### src/rtl/core_loader_pkg.sv
// core_loader_pkg
//   Shared types and default sizing for the boot-time program loader.
//   The default image sizes match the instruction/data RAM depth used by
//   CoreTop, so both sides size their memories from the same constants.
package core_loader_pkg;

    // Loader FSM states. IDLE is the reset state; RUN means the core is
    // out of reset and executing the loaded image.
    typedef enum logic [2:0] {
        ST_IDLE      = 3'd0,
        ST_LOAD_INST = 3'd1,
        ST_LOAD_DATA = 3'd2,
        ST_HOLD      = 3'd3,
        ST_RUN       = 3'd4
    } state_e;

    localparam int DEF_INST_WORDS = 1024;
    localparam int DEF_DATA_WORDS = 1024;
    localparam int DEF_ADDR_W     = 10;
    localparam int DEF_RST_HOLD   = 4;

endpackage

### src/rtl/core_loader.sv
// core_loader
//   Streams a program image into the core's RAMs at boot. The first
//   INST_WORDS accepted words go to the instruction RAM, the next
//   DATA_WORDS words go to the four byte-lane data RAMs (all lanes written
//   together). The core is held in reset until the image is written plus
//   RST_HOLD cycles, then released. A start pulse in RUN reloads the image.
//
// Ports
//   clk, rst          : clock, asynchronous active-high reset
//   start             : one-cycle pulse, begins a load (IDLE or RUN only)
//   s_valid/s_data    : image word stream
//   s_ready           : high in LOAD_INST/LOAD_DATA, from state only
//   inst_we/addr/wdata: instruction RAM write port (registered)
//   data_we/addr/wdata: data RAM write port, data_we bit n -> lane n,
//                       lane n takes data_wdata[8n+7:8n] (registered)
//   core_rst          : reset to CoreTop, low only in RUN
//   busy              : high in LOAD_INST, LOAD_DATA and HOLD
//   done              : high only in RUN
//
// Handshake: a word is transferred on a rising clk edge where
// s_valid && s_ready. s_ready never depends on s_valid; the producer may
// stall s_valid for any number of cycles. Each transfer produces exactly
// one single-cycle RAM write strobe in the following cycle.
module core_loader
    import core_loader_pkg::*;
#(
    parameter int INST_WORDS = DEF_INST_WORDS,
    parameter int DATA_WORDS = DEF_DATA_WORDS,
    parameter int ADDR_W     = DEF_ADDR_W,
    parameter int RST_HOLD   = DEF_RST_HOLD
) (
    input  logic              clk,
    input  logic              rst,
    input  logic              start,
    input  logic              s_valid,
    input  logic [31:0]       s_data,
    output logic              s_ready,
    output logic              inst_we,
    output logic [ADDR_W-1:0] inst_addr,
    output logic [31:0]       inst_wdata,
    output logic [3:0]        data_we,
    output logic [ADDR_W-1:0] data_addr,
    output logic [31:0]       data_wdata,
    output logic              core_rst,
    output logic              busy,
    output logic              done
);

    localparam int HOLD_W = (RST_HOLD > 1) ? $clog2(RST_HOLD) : 1;

    localparam logic [ADDR_W-1:0] INST_LAST = ADDR_W'(INST_WORDS - 1);
    localparam logic [ADDR_W-1:0] DATA_LAST = ADDR_W'(DATA_WORDS - 1);
    localparam logic [HOLD_W-1:0] HOLD_LAST = HOLD_W'(RST_HOLD - 1);

    state_e              state_q, state_d;
    logic [ADDR_W-1:0]   word_cnt_q, word_cnt_d;
    logic [HOLD_W-1:0]   hold_cnt_q, hold_cnt_d;

    logic                inst_we_q, inst_we_d;
    logic [ADDR_W-1:0]   inst_addr_q, inst_addr_d;
    logic [31:0]         inst_wdata_q, inst_wdata_d;
    logic [3:0]          data_we_q, data_we_d;
    logic [ADDR_W-1:0]   data_addr_q, data_addr_d;
    logic [31:0]         data_wdata_q, data_wdata_d;
    logic                core_rst_q, core_rst_d;
    logic                busy_q, busy_d;
    logic                done_q, done_d;

    logic                hs;

    assign s_ready = (state_q == ST_LOAD_INST) || (state_q == ST_LOAD_DATA);
    assign hs      = s_valid && s_ready;

    always_comb begin
        state_d    = state_q;
        word_cnt_d = word_cnt_q;
        hold_cnt_d = hold_cnt_q;

        case (state_q)
            ST_IDLE, ST_RUN: begin
                if (start) begin
                    state_d    = ST_LOAD_INST;
                    word_cnt_d = '0;
                end
            end
            ST_LOAD_INST: begin
                if (hs) begin
                    if (word_cnt_q == INST_LAST) begin
                        state_d    = ST_LOAD_DATA;
                        word_cnt_d = '0;
                    end else begin
                        word_cnt_d = word_cnt_q + 1'b1;
                    end
                end
            end
            ST_LOAD_DATA: begin
                if (hs) begin
                    if (word_cnt_q == DATA_LAST) begin
                        state_d    = ST_HOLD;
                        word_cnt_d = '0;
                        hold_cnt_d = '0;
                    end else begin
                        word_cnt_d = word_cnt_q + 1'b1;
                    end
                end
            end
            ST_HOLD: begin
                // HOLD lasts exactly RST_HOLD cycles; the final data write
                // retires in its first cycle.
                if (hold_cnt_q == HOLD_LAST) begin
                    state_d    = ST_RUN;
                    hold_cnt_d = '0;
                end else begin
                    hold_cnt_d = hold_cnt_q + 1'b1;
                end
            end
            default: begin
                state_d    = ST_IDLE;
                word_cnt_d = '0;
                hold_cnt_d = '0;
            end
        endcase
    end

    // Write port registers: address/data only move on a transfer, strobes
    // are valid for the single cycle after it.
    always_comb begin
        inst_we_d    = hs && (state_q == ST_LOAD_INST);
        inst_addr_d  = inst_addr_q;
        inst_wdata_d = inst_wdata_q;
        data_we_d    = {4{hs && (state_q == ST_LOAD_DATA)}};
        data_addr_d  = data_addr_q;
        data_wdata_d = data_wdata_q;

        if (inst_we_d) begin
            inst_addr_d  = word_cnt_q;
            inst_wdata_d = s_data;
        end
        if (data_we_d[0]) begin
            data_addr_d  = word_cnt_q;
            data_wdata_d = s_data;
        end

        // Status flags are registered from the next state so they change
        // on the same edge as the state itself.
        core_rst_d = (state_d != ST_RUN);
        busy_d     = (state_d == ST_LOAD_INST) || (state_d == ST_LOAD_DATA) ||
                     (state_d == ST_HOLD);
        done_d     = (state_d == ST_RUN);
    end

    always_ff @(posedge clk or posedge rst) begin
        if (rst) begin
            state_q      <= ST_IDLE;
            word_cnt_q   <= '0;
            hold_cnt_q   <= '0;
            inst_we_q    <= 1'b0;
            inst_addr_q  <= '0;
            inst_wdata_q <= '0;
            data_we_q    <= '0;
            data_addr_q  <= '0;
            data_wdata_q <= '0;
            core_rst_q   <= 1'b1;
            busy_q       <= 1'b0;
            done_q       <= 1'b0;
        end else begin
            state_q      <= state_d;
            word_cnt_q   <= word_cnt_d;
            hold_cnt_q   <= hold_cnt_d;
            inst_we_q    <= inst_we_d;
            inst_addr_q  <= inst_addr_d;
            inst_wdata_q <= inst_wdata_d;
            data_we_q    <= data_we_d;
            data_addr_q  <= data_addr_d;
            data_wdata_q <= data_wdata_d;
            core_rst_q   <= core_rst_d;
            busy_q       <= busy_d;
            done_q       <= done_d;
        end
    end

    assign inst_we    = inst_we_q;
    assign inst_addr  = inst_addr_q;
    assign inst_wdata = inst_wdata_q;
    assign data_we    = data_we_q;
    assign data_addr  = data_addr_q;
    assign data_wdata = data_wdata_q;
    assign core_rst   = core_rst_q;
    assign busy       = busy_q;
    assign done       = done_q;

endmodule
### config.mk
export PLATFORM = sky130hd
export DESIGN_NAME = core_loader
export DESIGN_NICKNAME = d
export VERILOG_FILES = /design/src/rtl/core_loader_pkg.sv /design/src/rtl/core_loader.sv
export SDC_FILE = /design/constraint.sdc
export NUM_CORES = 1
export LEC_CHECK = 0
export ABC_AREA = 1
export BUFFER_PORTS_ARGS = -buffer_cell sky130_fd_sc_hd__clkbuf_2
export CELL_PAD_IN_SITES_DETAIL_PLACEMENT = 0
export CELL_PAD_IN_SITES_GLOBAL_PLACEMENT = 2
export CORE_UTILIZATION = 30
export CTS_BUF_LIST = sky130_fd_sc_hd__clkbuf_16
export CTS_CLUSTER_DIAMETER = 60
export DETAILED_ROUTE_END_ITERATION = 10
export HOLD_SLACK_MARGIN = 0.15
export PLACE_DENSITY = 0.82
export SLEW_MARGIN = 20
export SYNTH_ARGS = -nofsm -noshare
export SYNTH_HDL_FRONTEND = slang
export SYNTH_SLANG_ARGS = --single-unit
export TNS_END_PERCENT = 20
### constraint.sdc
create_clock -name clk -period 3.9 [get_ports clk]
set_input_delay 0.39 -clock clk [delete_from_list [all_inputs] [get_ports clk]]
set_output_delay 0.39 -clock clk [all_outputs]
set_load 0.02 [all_outputs]
==> results.tsv, run 1 <==
stage	metric	value	unit
grt	GRT Total Usage	0.141	
critical_path	top fanout value on the critical path	65	
sta	final worst slack	1850	ps
clocking	hold_buf cts	1	
min_path	worst hold path startpoint	s_data[9]	
critical_path	Startpoint Class	flop	
synthesis	Post-Synthesis Cells	454	
floorplanning	chip height	121	um
clocking	Sink Count	104	
routing	DR DRC count	0	
routing	Final ANT Viol Nets	0	
clocking	CTS root buf	clkbuf_16	
synthesis	Yosys cell types	23	
placed_design	placed instance area	4950	um^2
synthesis	Syn Area/Cell	9.30	um^2
critical_path	CP Class	reg -> reg	
critical_path	Worst Setup End Kind	flop	
sta	Hold Vio Cnt, Final	0	
critical_path	WP data required	4170	ps
placed_design	final RePlAce weighted congestion	0.769	
min_path	Worst Hold Class	in -> reg	
clocking	CTS H-tree depth	3	
sta	# setup viols final	0	
finish	area delta synth->final	24.8	%
power	Peak VDD IR	0.000219	V
critical_path	depth of the most critical reg-to-reg path	8	
placed_design	pre-CTS setup slack	1850	ps
synthesis	flops & latches, synth	104	
sta	Fin Setup TNS	0	ps
routing	1st-pass router iterations	4	
critical_path	critical path cell sequence	nand2_1, nor2_2, inv_2, nor2_4, inv_2, buf_4, nand2_1, o21ai_1	
grt	pin count of the biggest net entering global routing	66	
floorplanning	width of the die	121	um
critical_path	slowest cell delay on critical path	690	ps
routing	Via density	4.33	
floorplanning	Initial Util	0.313	
clocking	Clock Latency Late Sink	340	ps
min_path	Hold Path Stages	3	
synthesis	syn_nets	492	
clocking	CTS max path bufs	2	
critical_path	RR Startpoint	state_q[1]	
critical_path	r2r setup slk	1850	ps
finish	share of post-route cells with drive strength above 1	0.281	
grt	number of global-route vias before repair	3282	
sta	Max-slew headroom	0.344	
floorplanning	die area	14600	um^2
synthesis	Syn Std Cell Area	4220	um^2
sta	worst hold slack	289	ps
sta	fmax	488	MHz
sta	Final min period	2050	ps
grt	global route total overflow	0	
placed_design	PortBufs	128	
routing	total wire length	9510	um
placed_design	HPWL after detailed placement	6790	um
clocking	TritonCTS clock tree	built	
routing	initial drt markers	226	
run_status	status	finished clean	
critical_path	Critical Path AT	2320	ps
clocking	total CTS buffers	9	
floorplanning	CORE AREA	13500	um^2
clocking	postcts setup bufs	0	
routing	via count	3277	
clocking	Worst-path clk slew	70	ps
floorplanning	FP Rows	42	
critical_path	CP Launch Point	state_q[1]	
sta	Worst Skew	8.03	ps
floorplanning	I/O pins	129	
sta	worst-margin pin slew	983	ps
critical_path	Slowest cell on crit path	inv_2	
finish	ant diodes	0	
finish	nets@finish	614	
clocking	cts repair resizes	0	
synthesis	Seq/Total Area, Yosys	0.617	
job	Max-Cap Viols	0	
routing	Wirelength per Cell	12.6	um
sta	RSZ-0062 raised after global routing	false	
grt	first-pass GRT wire length	16100	um
power	PwrDens	503	nW/um^2
sta	period utilization	0.525	
grt	initial antenna violation count	0	
synthesis	Ys Warns	0	
finish	Finished Cell Area	5270	um^2
sta	Final Max Slew Viols	0	
power	leak pwr	2.80	nW
[cell usage after synthesis]
| cell type | n | area share |
|---|---|---|
| a21oi_1 | 3 | 0.0036 |
| buf_2 | 5 | 0.0059 |
| buf_4 | 3 | 0.0053 |
| buf_6 | 9 | 0.024 |
| clkbuf_1 | 5 | 0.0044 |
| dfrtp_1 | 103 | 0.61 |
| dfstp_2 | 1 | 0.0062 |
| ha_1 | 2 | 0.0059 |
| inv_1 | 54 | 0.048 |
| inv_2 | 4 | 0.0036 |
| nand2_1 | 123 | 0.11 |
| nand2_2 | 2 | 0.0030 |
| nand3_1 | 17 | 0.020 |
| nand4_1 | 3 | 0.0044 |
| nor2_1 | 20 | 0.018 |
| nor2_2 | 2 | 0.0030 |
| nor2_4 | 1 | 0.0027 |
| o21ai_0 | 58 | 0.069 |
| o21ai_1 | 29 | 0.034 |
| o21ai_2 | 6 | 0.012 |
| o22ai_1 | 2 | 0.0030 |
| or2_2 | 1 | 0.0015 |
| xor2_1 | 1 | 0.0021 |
[per-layer routing]
metal,vias up,share of wire,global-route usage,routed length [um]
met5,-,0,0,0
met3,6,0.044,0.0354,419
met4,0,0.013,0.0486,119
met2,71,0.48,0.233,4590
met1,1517,0.46,0.179,4380
li1,1683,-,-,-
[worst max-delay path, delay by kind of cell, from the launching register on]
| family | cells | cell delay [ps] |
|---|---|---|
| DFF | 1 | 410 |
| buffers and inverters | 3 | 1160 |
| and+or+nand+nor | 4 | 280 |
| AOI/OAI and AO/OA | 1 | 80 |
[cell type report]
type                            count  area, um^2
Tap cell                          176         220
Sequential cell                   104        2600
Multi-Input combinational cell    270        1230
Clock inverter                      7        87.6
Timing Repair Buffer              133         681
Inverter                           58         220
Clock buffer                        9         225
Fill cell                        1439        8240
[path summary, 6_finish.rpt]
kind | to
setup / recovery | data_wdata[3]
hold / removal | inst_wdata[9]
setup reg to reg | data_wdata[3]
hold reg to reg | hold_cnt_q[1]
max in group asynchronous | core_rst
min in group asynchronous | inst_wdata[16]
[flip-flops by register name, indices dropped and copies added, names as in the netlist]
signal and flops:
data_wdata 32, inst_wdata 32, data_addr 10, inst_addr 10, word_cnt_q 10, state_q 3
hold_cnt_q 2, busy 1, core_rst 1, data_we 1, done 1, inst_we 1
[placed cells by master, fill, tap and decap left out]
cell	count
a21oi_1	3
buf_4	4
bufinv_16	2
clkbuf_16	9
clkbuf_2	128
clkinv_1	2
clkinvlp_4	1
dfrtp_1	103
dfstp_2	1
dlygate4sd3_1	1
ha_1	2
inv_1	54
inv_2	4
inv_4	1
inv_6	1
nand2_1	123
nand2_2	2
nand3_1	17
nand4_1	3
nor2_1	20
nor2_2	2
nor2_4	1
o21ai_0	58
o21ai_1	29
o21ai_2	6
o22ai_1	2
or2_2	1
xor2_1	1
[power breakdown]
| part | internal (W) | total, W | switching (W) |
|---|---|---|---|
| clock network | 0.000558 | 0.000947 | 0.000389 |
| registers | 0.00119 | 0.00126 | 0.0000767 |
| logic | 0.000144 | 0.000439 | 0.000295 |
[cells by family (layout without fill, tap and decap cells)]
| kind of cell | Yosys count | count (layout) | share of synthesized area |
|---|---|---|---|
| fa+ha+maj | 2 | 2 | 0.00593 |
| xor+xnor | 1 | 1 | 0.00208 |
| flops | 104 | 104 | 0.617 |
| compound gates | 98 | 98 | 0.122 |
| simple gates | 169 | 169 | 0.162 |
| buf+inv | 80 | 207 | 0.0913 |
[metrics by stage]
| stage | std cells | total power (W) | utilization |
|---|---|---|---|
| 4_1_cts | 757 | 0.00270 | 0.390 |
| 5_1_grt | 757 | 0.00280 | 0.390 |
| 3_5_place_dp | 740 | 0.00173 | 0.366 |
| 2_1_floorplan | 454 | 0.00156 | - |
| 3_3_place_gp | 740 | 0.00173 | 0.366 |
| 6_report | 757 | 0.00265 | 0.390 |
Note: power is estimated with default switching activity, not from simulation.
==> run 2, diff against run 1 <==
--- a/config.mk
+++ b/config.mk
@@ -5,16 +5,16 @@
 export SDC_FILE = /design/constraint.sdc
 export NUM_CORES = 1
 export LEC_CHECK = 0
-export ABC_AREA = 1
+export ABC_AREA = 0
 export BUFFER_PORTS_ARGS = -buffer_cell sky130_fd_sc_hd__clkbuf_2
 export CELL_PAD_IN_SITES_DETAIL_PLACEMENT = 0
 export CELL_PAD_IN_SITES_GLOBAL_PLACEMENT = 2
-export CORE_UTILIZATION = 30
+export CORE_UTILIZATION = 31
 export CTS_BUF_LIST = sky130_fd_sc_hd__clkbuf_16
 export CTS_CLUSTER_DIAMETER = 60
 export DETAILED_ROUTE_END_ITERATION = 10
 export HOLD_SLACK_MARGIN = 0.15
-export PLACE_DENSITY = 0.82
+export PLACE_DENSITY = 0.79
 export SLEW_MARGIN = 20
 export SYNTH_ARGS = -nofsm -noshare
 export SYNTH_HDL_FRONTEND = slang
==> constraint.sdc (replaced) <==
create_clock -name clk -period 1.72 [get_ports clk]
set_input_delay 0.172 -clock clk [delete_from_list [all_inputs] [get_ports clk]]
set_output_delay 0.172 -clock clk [all_outputs]
set_load 0.02 [all_outputs]
==> run 2 against run 1 <==
Clock power up 110%. Routed wire length up 1.5%. Sequential cell count unchanged. Fmax up 26%. Setup slack worse by 1800 ps. Final area up 13%. Non-clock buffer count up 56. Worst hold slack worse by 130 ps. Register-to-register slack worse by 1800 ps. First-iteration DRC count down 33%. Critical path depth down 2. Sequential share of layout area down 5.5 points.
==> results.tsv, run 2 <==
stage	metric	value	unit
sta	worst-margin pin slew	503	ps
synthesis	Ys Warns	0	
synthesis	flops & latches, synth	104	
clocking	Sink Count	104	
synthesis	Post-Synthesis Cells	294	
grt	number of global-route vias before repair	3148	
power	Sw Ratio	0.279	
synthesis	main area contributors after synthesis	dfrtp_1 60%, mux2_2 22%, buf_4 1.9%, o31ai_1 1.1%, nand2_1 0.88%	
critical_path	CP Class	reg -> reg	
sta	Hold Vio Cnt, Final	0	
synthesis	count leader, synth	dfrtp_1	
placed_design	final RePlAce weighted congestion	0.782	
placed_design	PortBufs	128	
sta	Final min period	1630	ps
routing	Wirelength per Cell	14.7	um
grt	initial antenna violation count	0	
critical_path	critical path cell sequence	ha_2, nand3_2, buf_4, or3_1, o31ai_2, a22o_1	
critical_path	Worst Setup End Kind	flop	
run_status	status	finished clean	
clocking	CTS H-tree depth	3	
critical_path	top fanout value on the critical path	4	
power	Comb power frac	0.197	
synthesis	Post-synth EDFFs	0	
clocking	Worst-path clk slew	70	ps
placed_design	HPWL after detailed placement	6870	um
synthesis	Syn Std Cell Area	4280	um^2
finish	area delta synth->final	38.5	%
power	Reg power frac	0.475	
power	P_int	0.00435	W
finish	most frequent cells in the layout	128 x clkbuf_2, 101 x dfrtp_1, 85 x mux2_2	
sta	Max-slew headroom	0.664	
clocking	TritonCTS clock tree	built	
synthesis	Post-synth top cells	103 x dfrtp_1, 85 x mux2_2, 11 x buf_4	
routing	1st-pass router iterations	4	
floorplanning	CORE AREA	13300	um^2
finish	commonest non-fill, non-tap cell in the layout	clkbuf_2	
finish	non-filler cells, final	658	
routing	DR DRC count	0	
routing	initial drt markers	152	
critical_path	slowest cell delay on critical path	360	ps
clocking	CTS max path bufs	2	
synthesis	post-synth top area share	0.602	
critical_path	Startpoint Class	flop	
synthesis	Syn Area/Cell	14.6	um^2
clocking	total CTS buffers	9	
synthesis	Top FF cell, synth	dfrtp_1	
grt	global route total overflow	0	
sta	fmax	613	MHz
routing	total wire length	9640	um
job	Max-Cap Viols	0	
floorplanning	die area	14300	um^2
power	PwrDens	1020	nW/um^2
sta	Final Max Slew Viols	0	
grt	first-pass GRT wire length	15800	um
critical_path	Critical Path AT	1910	ps
power	leak pwr	2.89	nW
sta	period utilization	0.949	
synthesis	Seq/Total Area, Yosys	0.608	
floorplanning	FP Rows	42	
sta	RSZ-0062 raised after global routing	true	
synthesis	Yosys cell types	42	
floorplanning	chip height	120	um
power	Clock Power Share	0.329	
floorplanning	width of the die	120	um
finish	nets@finish	515	
clocking	CTS root buf	clkbuf_16	
routing	via count	3027	
floorplanning	I/O pins	129	
placed_design	placed insts	609	
clocking	Clock Latency Late Sink	340	ps
sta	# setup viols final	0	
critical_path	Slowest cell on crit path	dfrtp_1	
sta	Worst Skew	5.51	ps
synthesis	top cell type by total area after synthesis	dfrtp_1	
power	Peak VDD IR	0.000529	V
finish	share of post-route cells with drive strength above 1	0.564	
critical_path	WP data required	2000	ps
grt	pin count of the biggest net entering global routing	47	
clocking	postcts setup bufs	0	
routing	Via density	4.60	
finish	ant diodes	0	
grt	GRT Total Usage	0.141	
synthesis	async set or reset register ratio after synthesis	1.00	
power	P_sw	0.00168	W
finish	fin util	0.445	
routing	Final ANT Viol Nets	0	
floorplanning	Initial Util	0.321	
synthesis	syn_nets	332	
min_path	Worst Hold Class	in -> reg	
==> run 2: path summary, 6_finish.rpt <==
| path | cells past startpoint | startpoint | to | slack, ps |
|---|---|---|---|---|
| max | 6 | word_cnt_q[0] | word_cnt_q[6] | 90 |
| min | 3 | start | busy | 160 |
| max reg2reg | 6 | word_cnt_q[0] | word_cnt_q[6] | 90 |
| min reg2reg | 1 | inst_wdata[11] | inst_wdata[11] | 510 |
| max in group asynchronous | 4 | rst | core_rst | 710 |
| min in group asynchronous | 3 | rst | inst_wdata[30] | 400 |
==> run 2: cell families (layout without fill, tap and decap cells) <==
kind of cell	after synthesis	after routing	share of synthesized area
compound gates	32	32	0.0578
flops	104	104	0.608
simple gates	47	47	0.0628
mux	86	86	0.226
fa+ha+maj	2	2	0.00584
xor+xnor	1	1	0.00643
buf+inv	22	210	0.0333
==> run 2: per-layer routing <==
layer | routed length, um | track usage | vias to the layer above
met4 | 176 | 0.0500 | 0
met1 | 4130 | 0.175 | 1491
li1 | - | - | 1429
met5 | 0 | 0 | -
met2 | 4800 | 0.235 | 93
met3 | 537 | 0.0404 | 14
==> run 2: layout make-up <==
class / instances / area [um^2]
clock buffer: 9 / 225
clock inverter: 7 / 62.6
fill: 1258 / 7410
inverter: 5 / 22.5
multi-input combinational: 168 / 1570
sequential: 104 / 2610
tap: 176 / 220
timing repair buffer: 189 / 1230
==> run 2: repair_timing <==
| item | 4_1_cts | 5_1_grt |
|---|---|---|
| hold endpoints to repair | 82 | 0 |
| pin swaps | 0 | 0 |
| resized for setup | 2 | 8 |
| hold buffers | 33 | 0 |
| setup endpoints to repair | 1 | 48 |
==> run 2: power by group through the flow <==
stage	clock, W	sequential, W	combinational, W
2_1_floorplan	0	0.00314	0.000423
3_3_place_gp	0	0.00289	0.00112
3_5_place_dp	0	0.00291	0.00114
4_1_cts	0.00205	0.00286	0.00120
5_1_grt	0.00214	0.00290	0.00128
6_report	0.00198	0.00286	0.00119
==> run 2: worst max-delay path: cells and delay by family (launching register included) <==
kind / cells / cell delay, ps
fa+ha+maj: 1 / 210
simple gates: 2 / 470
flops: 1 / 360
compound gates: 2 / 360
buf+inv: 1 / 170
==> run 2: per-stage QoR <==
step	area (um^2)	hold slack [ps]	power [W]	TNS, ps	setup slack [ps]
final	5930	158	0.00603	0	88.4
after global routing	5930	163	0.00633	-4.25	-4.25
after CTS	5910	158	0.00611	0	18.0
after detailed placement	5280	219	0.00404	0	31.8
after global placement	5280	216	0.00402	0	69.7
after floorplan	4290	316	0.00356	0	140
